<file path="src/rtl/key_pkg.sv">
// Shared definitions for the key debouncer: per-key FSM state encoding
// and the width of the per-key stability counter.
package key_pkg;

    // Width of the per-key tick counter; wide enough for STABLE_TICKS up to 15.
    localparam int KEY_CNT_W = 4;

    // Debounce state of one key channel.
    typedef enum logic [1:0] {
        KEY_RELEASED     = 2'd0,
        KEY_PRESS_WAIT   = 2'd1,
        KEY_PRESSED      = 2'd2,
        KEY_RELEASE_WAIT = 2'd3
    } key_state_e;

endpackage

</file>
<file path="src/rtl/key_debounce_fsm.sv">
// One debounce channel. It sees an already synchronised, normalised
// "pressed" sample and a one-cycle tick; it only moves on tick cycles.
// A new level is accepted after STABLE_TICKS consecutive tick samples that
// disagree with the current level; the level and the matching one-cycle
// pulse are registered on the same edge as the accepting transition.
module key_debounce_fsm #(
    parameter int STABLE_TICKS = 3
) (
    input  logic i_clk,
    input  logic i_reset,
    input  logic i_tick,
    input  logic i_pressed,
    output logic o_level,
    output logic o_press_pulse,
    output logic o_release_pulse
);
    import key_pkg::*;

    localparam logic [KEY_CNT_W-1:0] LAST_CNT = KEY_CNT_W'(STABLE_TICKS - 1);

    key_state_e           r_state;
    logic [KEY_CNT_W-1:0] r_cnt;
    logic                 r_level;
    logic                 r_press_pulse;
    logic                 r_release_pulse;

    // Debounce FSM, counter, level and pulses; pulses self-clear every cycle.
    always_ff @(posedge i_clk or posedge i_reset) begin
        if (i_reset) begin
            r_state         <= KEY_RELEASED;
            r_cnt           <= '0;
            r_level         <= 1'b0;
            r_press_pulse   <= 1'b0;
            r_release_pulse <= 1'b0;
        end else begin
            r_press_pulse   <= 1'b0;
            r_release_pulse <= 1'b0;
            if (i_tick) begin
                case (r_state)
                    KEY_RELEASED: begin
                        if (i_pressed) begin
                            r_state <= KEY_PRESS_WAIT;
                            r_cnt   <= KEY_CNT_W'(1);
                        end else begin
                            r_cnt   <= '0;
                        end
                    end
                    KEY_PRESS_WAIT: begin
                        if (!i_pressed) begin
                            r_state <= KEY_RELEASED;
                            r_cnt   <= '0;
                        end else if (r_cnt == LAST_CNT) begin
                            r_state       <= KEY_PRESSED;
                            r_cnt         <= '0;
                            r_level       <= 1'b1;
                            r_press_pulse <= 1'b1;
                        end else begin
                            r_cnt   <= r_cnt + 1'b1;
                        end
                    end
                    KEY_PRESSED: begin
                        if (!i_pressed) begin
                            r_state <= KEY_RELEASE_WAIT;
                            r_cnt   <= KEY_CNT_W'(1);
                        end else begin
                            r_cnt   <= '0;
                        end
                    end
                    KEY_RELEASE_WAIT: begin
                        if (i_pressed) begin
                            r_state <= KEY_PRESSED;
                            r_cnt   <= '0;
                        end else if (r_cnt == LAST_CNT) begin
                            r_state         <= KEY_RELEASED;
                            r_cnt           <= '0;
                            r_level         <= 1'b0;
                            r_release_pulse <= 1'b1;
                        end else begin
                            r_cnt   <= r_cnt + 1'b1;
                        end
                    end
                    default: begin
                        r_state <= KEY_RELEASED;
                        r_cnt   <= '0;
                    end
                endcase
            end
        end
    end

    assign o_level         = r_level;
    assign o_press_pulse   = r_press_pulse;
    assign o_release_pulse = r_release_pulse;

endmodule

</file>
<file path="src/rtl/key_debouncer.sv">
// Multi-key debouncer. The divided slow clock is only sampled: it is
// synchronised, edge-detected and turned into a one-cycle tick in the i_clk
// domain. Raw keys are synchronised, normalised to "1 = pressed" and fed to
// one independent debounce channel each.
module key_debouncer #(
    parameter int N_KEYS       = 4,
    parameter int STABLE_TICKS = 3,
    parameter int ACTIVE_LOW   = 1
) (
    input  logic              i_clk,
    input  logic              i_reset,
    input  logic              i_slow_clk,
    input  logic [N_KEYS-1:0] i_key,
    output logic              o_tick,
    output logic [N_KEYS-1:0] o_key_level,
    output logic [N_KEYS-1:0] o_press_pulse,
    output logic [N_KEYS-1:0] o_release_pulse
);
    import key_pkg::*;

    // Raw level of an unpressed key; synchronisers start here so reset
    // never looks like a press.
    localparam logic [N_KEYS-1:0] KEY_IDLE = (ACTIVE_LOW != 0) ? {N_KEYS{1'b1}} : {N_KEYS{1'b0}};

    logic              r_slow_meta;
    logic              r_slow_sync;
    logic              r_slow_prev;
    logic              r_tick;
    logic [N_KEYS-1:0] r_key_meta;
    logic [N_KEYS-1:0] r_key_sync;
    logic [N_KEYS-1:0] w_pressed;

    // Two-flop synchroniser for the slow clock, plus its delayed copy and the registered rising-edge tick.
    always_ff @(posedge i_clk or posedge i_reset) begin
        if (i_reset) begin
            r_slow_meta <= 1'b0;
            r_slow_sync <= 1'b0;
            r_slow_prev <= 1'b0;
            r_tick      <= 1'b0;
        end else begin
            r_slow_meta <= i_slow_clk;
            r_slow_sync <= r_slow_meta;
            r_slow_prev <= r_slow_sync;
            r_tick      <= r_slow_sync & ~r_slow_prev;
        end
    end

    // Two-flop synchroniser for every raw key bit, resetting to the idle level.
    always_ff @(posedge i_clk or posedge i_reset) begin
        if (i_reset) begin
            r_key_meta <= KEY_IDLE;
            r_key_sync <= KEY_IDLE;
        end else begin
            r_key_meta <= i_key;
            r_key_sync <= r_key_meta;
        end
    end

    assign w_pressed = (ACTIVE_LOW != 0) ? ~r_key_sync : r_key_sync;
    assign o_tick    = r_tick;

    for (genvar g = 0; g < N_KEYS; g++) begin : g_key
        key_debounce_fsm #(
            .STABLE_TICKS (STABLE_TICKS)
        ) u_fsm (
            .i_clk           (i_clk),
            .i_reset         (i_reset),
            .i_tick          (r_tick),
            .i_pressed       (w_pressed[g]),
            .o_level         (o_key_level[g]),
            .o_press_pulse   (o_press_pulse[g]),
            .o_release_pulse (o_release_pulse[g])
        );
    end

endmodule

</file>
<file path="config.mk">
export PLATFORM = sky130hd
export DESIGN_NAME = key_debouncer
export DESIGN_NICKNAME = d
export VERILOG_FILES = /design/src/rtl/key_pkg.sv /design/src/rtl/key_debounce_fsm.sv /design/src/rtl/key_debouncer.sv
export SDC_FILE = /design/constraint.sdc
export NUM_CORES = 1
export LEC_CHECK = 0
export CORE_AREA = 2 2 48 95
export DETAILED_ROUTE_END_ITERATION = 8
export DIE_AREA = 0 0 50 97
export GPL_TIMING_DRIVEN = 0
export PLACE_DENSITY_LB_ADDON = 0.08
export SYNTH_ARGS = -nofsm -noshare
export SYNTH_HDL_FRONTEND = slang
export SYNTH_SLANG_ARGS = --single-unit
</file>
<file path="constraint.sdc">
create_clock -name i_clk -period 1.9 [get_ports i_clk]
set_input_delay 0.57 -clock i_clk [delete_from_list [all_inputs] [get_ports i_clk]]
set_output_delay 0.57 -clock i_clk [all_outputs]
set_load 0.005 [all_outputs]
</file>
==> flow_metrics.env, run 1 <==
export IMPL_finalHoldViolations=0
export IMPL_grt_pass1_vias=1729
export IMPL_die_w_um=50
export IMPL_antenna_cells=0
export IMPL_yosys_top_cells_area="dfrtp_1 45%, dfstp_2 9.5%, ha_1 4.5%"
export IMPL_cp_arrival_ns=1.27
export IMPL_critPathKind="register to output port"
export IMPL_fp_dieH_um=97
export IMPL_finalPower_mw=2.29
export IMPL_dp_cells=267
export IMPL_p_sw_share_pct=28.6
export IMPL_stdcell_count=276
export IMPL_row_count=33
export IMPL_ys_flop_type="dfrtp_1"
export IMPL_synth_distinct_cells=45
export IMPL_power_switching_mw=0.656
export IMPL_max_cap_viol_count=0
export IMPL_grt_usage_pct=19.3
export IMPL_yosysTopAreaCellShare_pct=45.1
export IMPL_start_util_pct=54.2
export IMPL_cts_made_buffers=5
export IMPL_place_congestion=0.832
export IMPL_ys_seq_area_share_pct=54.6
export IMPL_clockBufferDepth=2
export IMPL_die_area_sq_um=4850
export IMPL_fin_tns_setup_ns=0
export IMPL_p_clk_share_pct=26.7
export IMPL_highest_layer="met4"
export IMPL_met1Wirelength_um=1570
export IMPL_drive_gt1_share_pct=18.3
export IMPL_clock_latency_ns=0.29
export IMPL_p_int_mw=1.63
export IMPL_vias_per_cell=5.64
export IMPL_sequentialPowerShare_pct=55.2
export IMPL_r2r_slack_ns=0.32
export IMPL_cts_tree="yes"
export IMPL_utilization_pct=63.5
export IMPL_ctsHtreeMaxLevel=2
export IMPL_place_ws_ns=0.305
export IMPL_grt_ovfl_total=0
export IMPL_syn_avg_cell_area_sq_um=11.4
export IMPL_grt_max_degree=39
export IMPL_drtAntennaViolNets=0
export IMPL_dp_hpwl_um=3100
export IMPL_slew_headroom_pct=64.5
export IMPL_worst_pin_slew_ns=0.532
export IMPL_wl_met2_um=2480
export IMPL_status="finished clean"
export IMPL_portBuffers=19
export IMPL_synth_edf_count=0
export IMPL_clock_skew_ns=0.00437
export IMPL_fin_crit_sh_pct=96.9
export IMPL_powerDensity_nw_per_um2=883
export IMPL_area_delta_synth_final_pct=17.0
export IMPL_fin_crit_ns=1.84
export IMPL_hold_class="register to register"
export IMPL_synth_seq_cells=48
export IMPL_route_met3_wl_um=94
export IMPL_drc=0
export IMPL_syn_nets=210
export IMPL_finalMaxSlewViolations=0
export IMPL_fp_coreArea_sq_um=4090
export IMPL_first_pass_iters=4
export IMPL_p_leak_nw=1.18
export IMPL_ir_drop_mv=0.775
export IMPL_wl_per_cell_um=15.3
export IMPL_cp_end_kind="output port"
export IMPL_ys_warn_count=0
export IMPL_num_vias=1556
export IMPL_critPathMaxFanout=3
export IMPL_synth_async_reset_ratio_pct=100
export IMPL_antenna_found_initial=0
export IMPL_layout_setup_ws_ns=0.0591
export IMPL_start_kind="register"
export IMPL_drt_iter0_markers=26
export IMPL_setup_viol=0
export IMPL_netlist_instances=195
export IMPL_combPwrFrac_pct=18.0
export IMPL_num_nets_final=238
export IMPL_rsz0062_at_grt="no"
export IMPL_path_clk_slew_ns=0.08
export IMPL_fmax_mhz=543
export IMPL_fillCellCount=333
export IMPL_drt_wl_total_um=4210
export IMPL_grt_pass1_wl_um=7360
export IMPL_syn_cell_area_sq_um=2220
export IMPL_ios=20
export IMPL_cts_root_buffer="clkbuf_8"
export IMPL_yosys_area_top_type="dfrtp_1"
export IMPL_hold_buffers=0
export IMPL_cts_sinks=48
export IMPL_worstPathRequired_ns=1.33
==> cell usage in the layout, fill, tap and decap left out, types with 6 or more instances in the layout <==
master / count
nand2_1: 13
buf_4: 13
clkdlybuf4s50_1: 18
o2bb2ai_1: 7
nor3_1: 6
mux2i_1: 8
ha_1: 8
nand3_1: 6
clkbuf_8: 6
dfrtp_1: 39
dfstp_2: 8
clkbuf_1: 6
inv_1: 15
==> metrics by stage <==
step	hold slack (ns)	area, sq um
2_1_floorplan	0.331	2220
3_3_place_gp	0.337	2470
3_5_place_dp	0.349	2490
4_1_cts	0.361	2580
5_1_grt	0.360	2590
6_report	0.358	2590
==> area by class of cell <==
cell class,instances,area (sq um),area share (%)
Tap cell,52,65.1,2.51
Inverter,17,63.8,2.46
Clock buffer,8,90.1,3.47
Buffer,18,121,4.68
Sequential cell,48,1210,46.7
Timing Repair Buffer,21,220,8.49
Multi-Input combinational cell,112,821,31.6
==> flip-flops by register name, summed over array words and instances (netlist names), named ones only <==
signal,flops
g_key.u_fsm.r_cnt,16
g_key.u_fsm.o_level,4
g_key.u_fsm.o_press_pulse,4
g_key.u_fsm.o_release_pulse,4
g_key.u_fsm.r_state,4
r_key_meta,4
r_key_sync,4
o_tick,1
r_slow_meta,1
r_slow_prev,1
r_slow_sync,1
==> path summary, 6_finish.rpt <==
kind | start | end | cells after the start
hold reg to reg | r_key_meta[3]$_DFF_PP1_ | r_key_sync[3]$_DFF_PP1_ | 0
setup / recovery | g_key[1].u_fsm.o_level$_DFFE_PP0P_ | o_key_level[1] | 2
min in group asynchronous | i_reset | g_key[3].u_fsm.r_cnt[3]$_DFFE_PP0P_ | 2
hold / removal | r_key_meta[3]$_DFF_PP1_ | r_key_sync[3]$_DFF_PP1_ | 0
setup reg to reg | g_key[2].u_fsm.r_cnt[0]$_DFFE_PP0P_ | g_key[2].u_fsm.r_cnt[3]$_DFFE_PP0P_ | 5
max in group asynchronous | i_reset | r_key_meta[0]$_DFF_PP1_ | 3
==> worst max-delay path, cell delays in order, from the launching register on <==
cell,delay (ns)
dfrtp_1,0.38
buf_4,0.12
clkdlybuf4s50_1,0.49
==> Yosys cell counts, drive strengths merged, types with 2 or more instances <==
master	n
nand2b	3
ha	8
nor2	4
nor3b	4
nor2b	5
a21oi	3
clkbuf	4
nand3b	4
a31oi	4
dfrtp	40
dfstp	8
mux2i	8
nand2	13
a31o	2
o21a	2
buf	14
o22ai	3
o2bb2ai	7
inv	17
nor3	6
o21ai	4
and4bb	2
nand3	6
xnor2	4
o31ai	4
==> routing by layer <==
metal	track usage, %	vias to the layer above
li1	-	726
met1	19.8	800
met2	36.0	25
met3	3.55	5
met4	8.33	0
met5	0	-
==> power by group through the flow <==
stage / registers (mW) / logic [mW] / clock network (mW)
after floorplan: 1.25 / 0.302 / 0
after global placement: 1.27 / 0.373 / 0
after detailed placement: 1.28 / 0.412 / 0
after CTS: 1.26 / 0.414 / 0.630
after global routing: 1.29 / 0.462 / 0.672
final: 1.27 / 0.412 / 0.612
==> logic make-up after synthesis <==
logic type / count (synthesis) / share of synthesized area (%)
AO/OA/AOI/OAI: 38 / 12.6
XOR/XNOR: 5 / 2.31
adder cells (fa/ha/maj): 8 / 4.51
buffers and inverters: 35 / 8.35
flip-flops: 48 / 54.6
multiplexers: 8 / 3.61
AND/OR/NAND/NOR: 53 / 13.9
==> repair_timing <==
| action | in CTS | in global routing |
|---|---|---|
| gates resized for setup | 1 | 1 |
| buffers inserted | 0 | 1 |
| endpoints found under the setup margin | 1 | 2 |
(Power assumes the default switching activity.)
==> run 2, diff against run 1 <==
--- a/config.mk
+++ b/config.mk
@@ -5,11 +5,13 @@
 export SDC_FILE = /design/constraint.sdc
 export NUM_CORES = 1
 export LEC_CHECK = 0
-export CORE_AREA = 2 2 48 95
+export CAP_MARGIN = 20
+export CORE_AREA = 2 2 51 101
 export DETAILED_ROUTE_END_ITERATION = 8
-export DIE_AREA = 0 0 50 97
+export DIE_AREA = 0 0 53 103
 export GPL_TIMING_DRIVEN = 0
 export PLACE_DENSITY_LB_ADDON = 0.08
+export REMOVE_ABC_BUFFERS = 1
 export SYNTH_ARGS = -nofsm -noshare
 export SYNTH_HDL_FRONTEND = slang
 export SYNTH_SLANG_ARGS = --single-unit
==> run 2 against run 1 <==
  * Final area is 4.1% lower
  * Core utilization down 11 points
  * Sequential share of layout area increased by 2.1 points
  * Critical endpoint is now o_tick
  * Highest routed layer unchanged
==> flow_metrics.env, run 2 (synthesized netlist as in run 1, its figures left out) <==
export IMPL_die_w_um=53
export IMPL_first_pass_iters=4
export IMPL_fin_area_sq_um=2490
export IMPL_drt_iter0_markers=15
export IMPL_antenna_cells=0
export IMPL_worstPathRequired_ns=1.33
export IMPL_fmax_mhz=554
export IMPL_critPathBufInv=1
export IMPL_timing_hold_ws_ns=0.356
export IMPL_grt_max_degree=41
export IMPL_place_congestion=0.753
export IMPL_final_common_cell="dfrtp_1"
export IMPL_fp_dieH_um=103
export IMPL_grt_pass1_vias=1347
export IMPL_area_delta_synth_final_pct=12.2
export IMPL_ctsHtreeMaxLevel=2
export IMPL_finalHoldViolations=0
export IMPL_num_vias=1409
export IMPL_met3_usage_pct=3.04
export IMPL_cts_root_buffer="clkbuf_8"
export IMPL_finalPower_mw=2.26
export IMPL_worst_pin_slew_ns=0.454
export IMPL_clockBufferDepth=2
export IMPL_drive_gt1_share_pct=14.5
export IMPL_die_area_sq_um=5460
export IMPL_rsz0062_at_grt="no"
export IMPL_dp_hpwl_um=2380
export IMPL_setup_viol=0
export IMPL_drtAntennaViolNets=0
export IMPL_hold_class="register to register"
export IMPL_path_clk_slew_ns=0.09
export IMPL_status="finished clean"
export IMPL_cp_arrival_ns=1.23
export IMPL_powerDensity_nw_per_um2=907
export IMPL_p_leak_nw=1.10
export IMPL_fin_crit_ns=1.80
export IMPL_crit_family="flip-flops"
export IMPL_largest_register_ffs=16
export IMPL_crit_slowest_cell="dfrtp_4"
export IMPL_ios=20
export IMPL_path_cells="clkdlybuf4s50_1"
export IMPL_antenna_found_initial=0
export IMPL_max_cap_viol_count=0
export IMPL_start_util_pct=46.9
export IMPL_ir_drop_mv=0.562
export IMPL_critPathMaxStageDelay_ns=0.49
export IMPL_clock_latency_ns=0.30
export IMPL_cts_made_buffers=5
export IMPL_grt_pass1_wl_um=6090
export IMPL_vias_per_cell=5.34
export IMPL_drc=0
export IMPL_cp_end_kind="output port"
export IMPL_portBuffers=19
export IMPL_num_nets_final=221
export IMPL_slew_headroom_pct=69.7
export IMPL_fp_coreArea_sq_um=4730
export IMPL_clock_skew_ns=0.00735
export IMPL_wl_per_cell_um=13.7
export IMPL_dpl_cell_area_sq_um=2380
export IMPL_largest_register="g_key.u_fsm.r_cnt"
export IMPL_mostFrequentLayoutCells="39 x dfrtp_1, 19 x clkdlybuf4s50_1, 15 x inv_1"
export IMPL_cts_sinks=48
export IMPL_critPathMaxFanout=2
export IMPL_start_kind="register"
export IMPL_grt_usage_pct=15.3
export IMPL_grt_ovfl_total=0
export IMPL_cts_tree="yes"
export IMPL_drt_wl_total_um=3620
export IMPL_finalMaxSlewViolations=0
export IMPL_met1_usage_pct=17.9
export IMPL_row_count=36
export IMPL_top_usage_layer="met2"
export IMPL_utilization_pct=52.6
export IMPL_use_met2_pct=26.0
export IMPL_fin_crit_sh_pct=95.0
export IMPL_critPathKind="register to output port"
-- run 2: final timing paths --
check	startpoint	to	slack, ns	cells after the start
min in group asynchronous	i_reset	g_key[3].u_fsm.r_cnt[2]$_DFFE_PP0P_	0.49	2
hold reg to reg	r_slow_meta$_DFF_PP0_	r_slow_sync$_DFF_PP0_	0.36	0
setup reg to reg	g_key[2].u_fsm.r_cnt[0]$_DFFE_PP0P_	g_key[2].u_fsm.r_cnt[0]$_DFFE_PP0P_	0.32	5
hold / removal	r_slow_meta$_DFF_PP0_	r_slow_sync$_DFF_PP0_	0.36	0
max in group asynchronous	i_reset	r_key_sync[0]$_DFF_PP1_	0.89	3
setup / recovery	o_tick$_DFF_PP0_	o_tick	0.1	1
-- run 2: layout make-up --
cell class | instances | area (sq um)
Clock inverter | 2 | 10.0
Fill cell | 425 | 2240
Sequential cell | 48 | 1210
Multi-Input combinational cell | 112 | 821
Timing Repair Buffer | 22 | 225
Clock buffer | 6 | 82.6
Tap cell | 57 | 71.3
Inverter | 17 | 63.8
-- run 2: through the flow --
stage / TNS, ns / cells / setup slack, ns
after global placement: -34.01 / 253 / -0.773
after global routing: 0 / 264 / 0.0592
final: 0 / 264 / 0.0953
after detailed placement: -0.195 / 254 / -0.195
after floorplan: 0 / 177 / 0.199
after CTS: 0 / 264 / 0.0702
-- run 2: what timing repair did --
item                                    in CTS  in global routing
hold endpoints to repair                     0                  0
buffers inserted                             2                  0
endpoints found under the setup margin       1                  0
hold buffers                                 0                  0
gates resized for setup                      2                  0
-- run 2: layer usage --
layer  part of all wire, %  routed length [um]
met5                     0                   0
met4                   2.3                  82
met3                   2.5                  90
met2                    51                1830
met1                    45                1620
-- run 2: where the power goes --
part,internal [mW],switching (mW),total [mW]
sequential,1.14,0.130,1.27
clock,0.291,0.328,0.619
combinational,0.184,0.187,0.371
total,1.61,0.646,2.26
==> run 3, diff against run 2 <==
--- a/config.mk
+++ b/config.mk
@@ -7,6 +7,7 @@
 export LEC_CHECK = 0
 export CAP_MARGIN = 20
 export CORE_AREA = 2 2 51 101
+export CTS_CLUSTER_SIZE = 30
 export DETAILED_ROUTE_END_ITERATION = 8
 export DIE_AREA = 0 0 53 103
 export GPL_TIMING_DRIVEN = 0
==> results of run 3 <==
No change in the layout: final DEF, timing and power equal those of run 2.
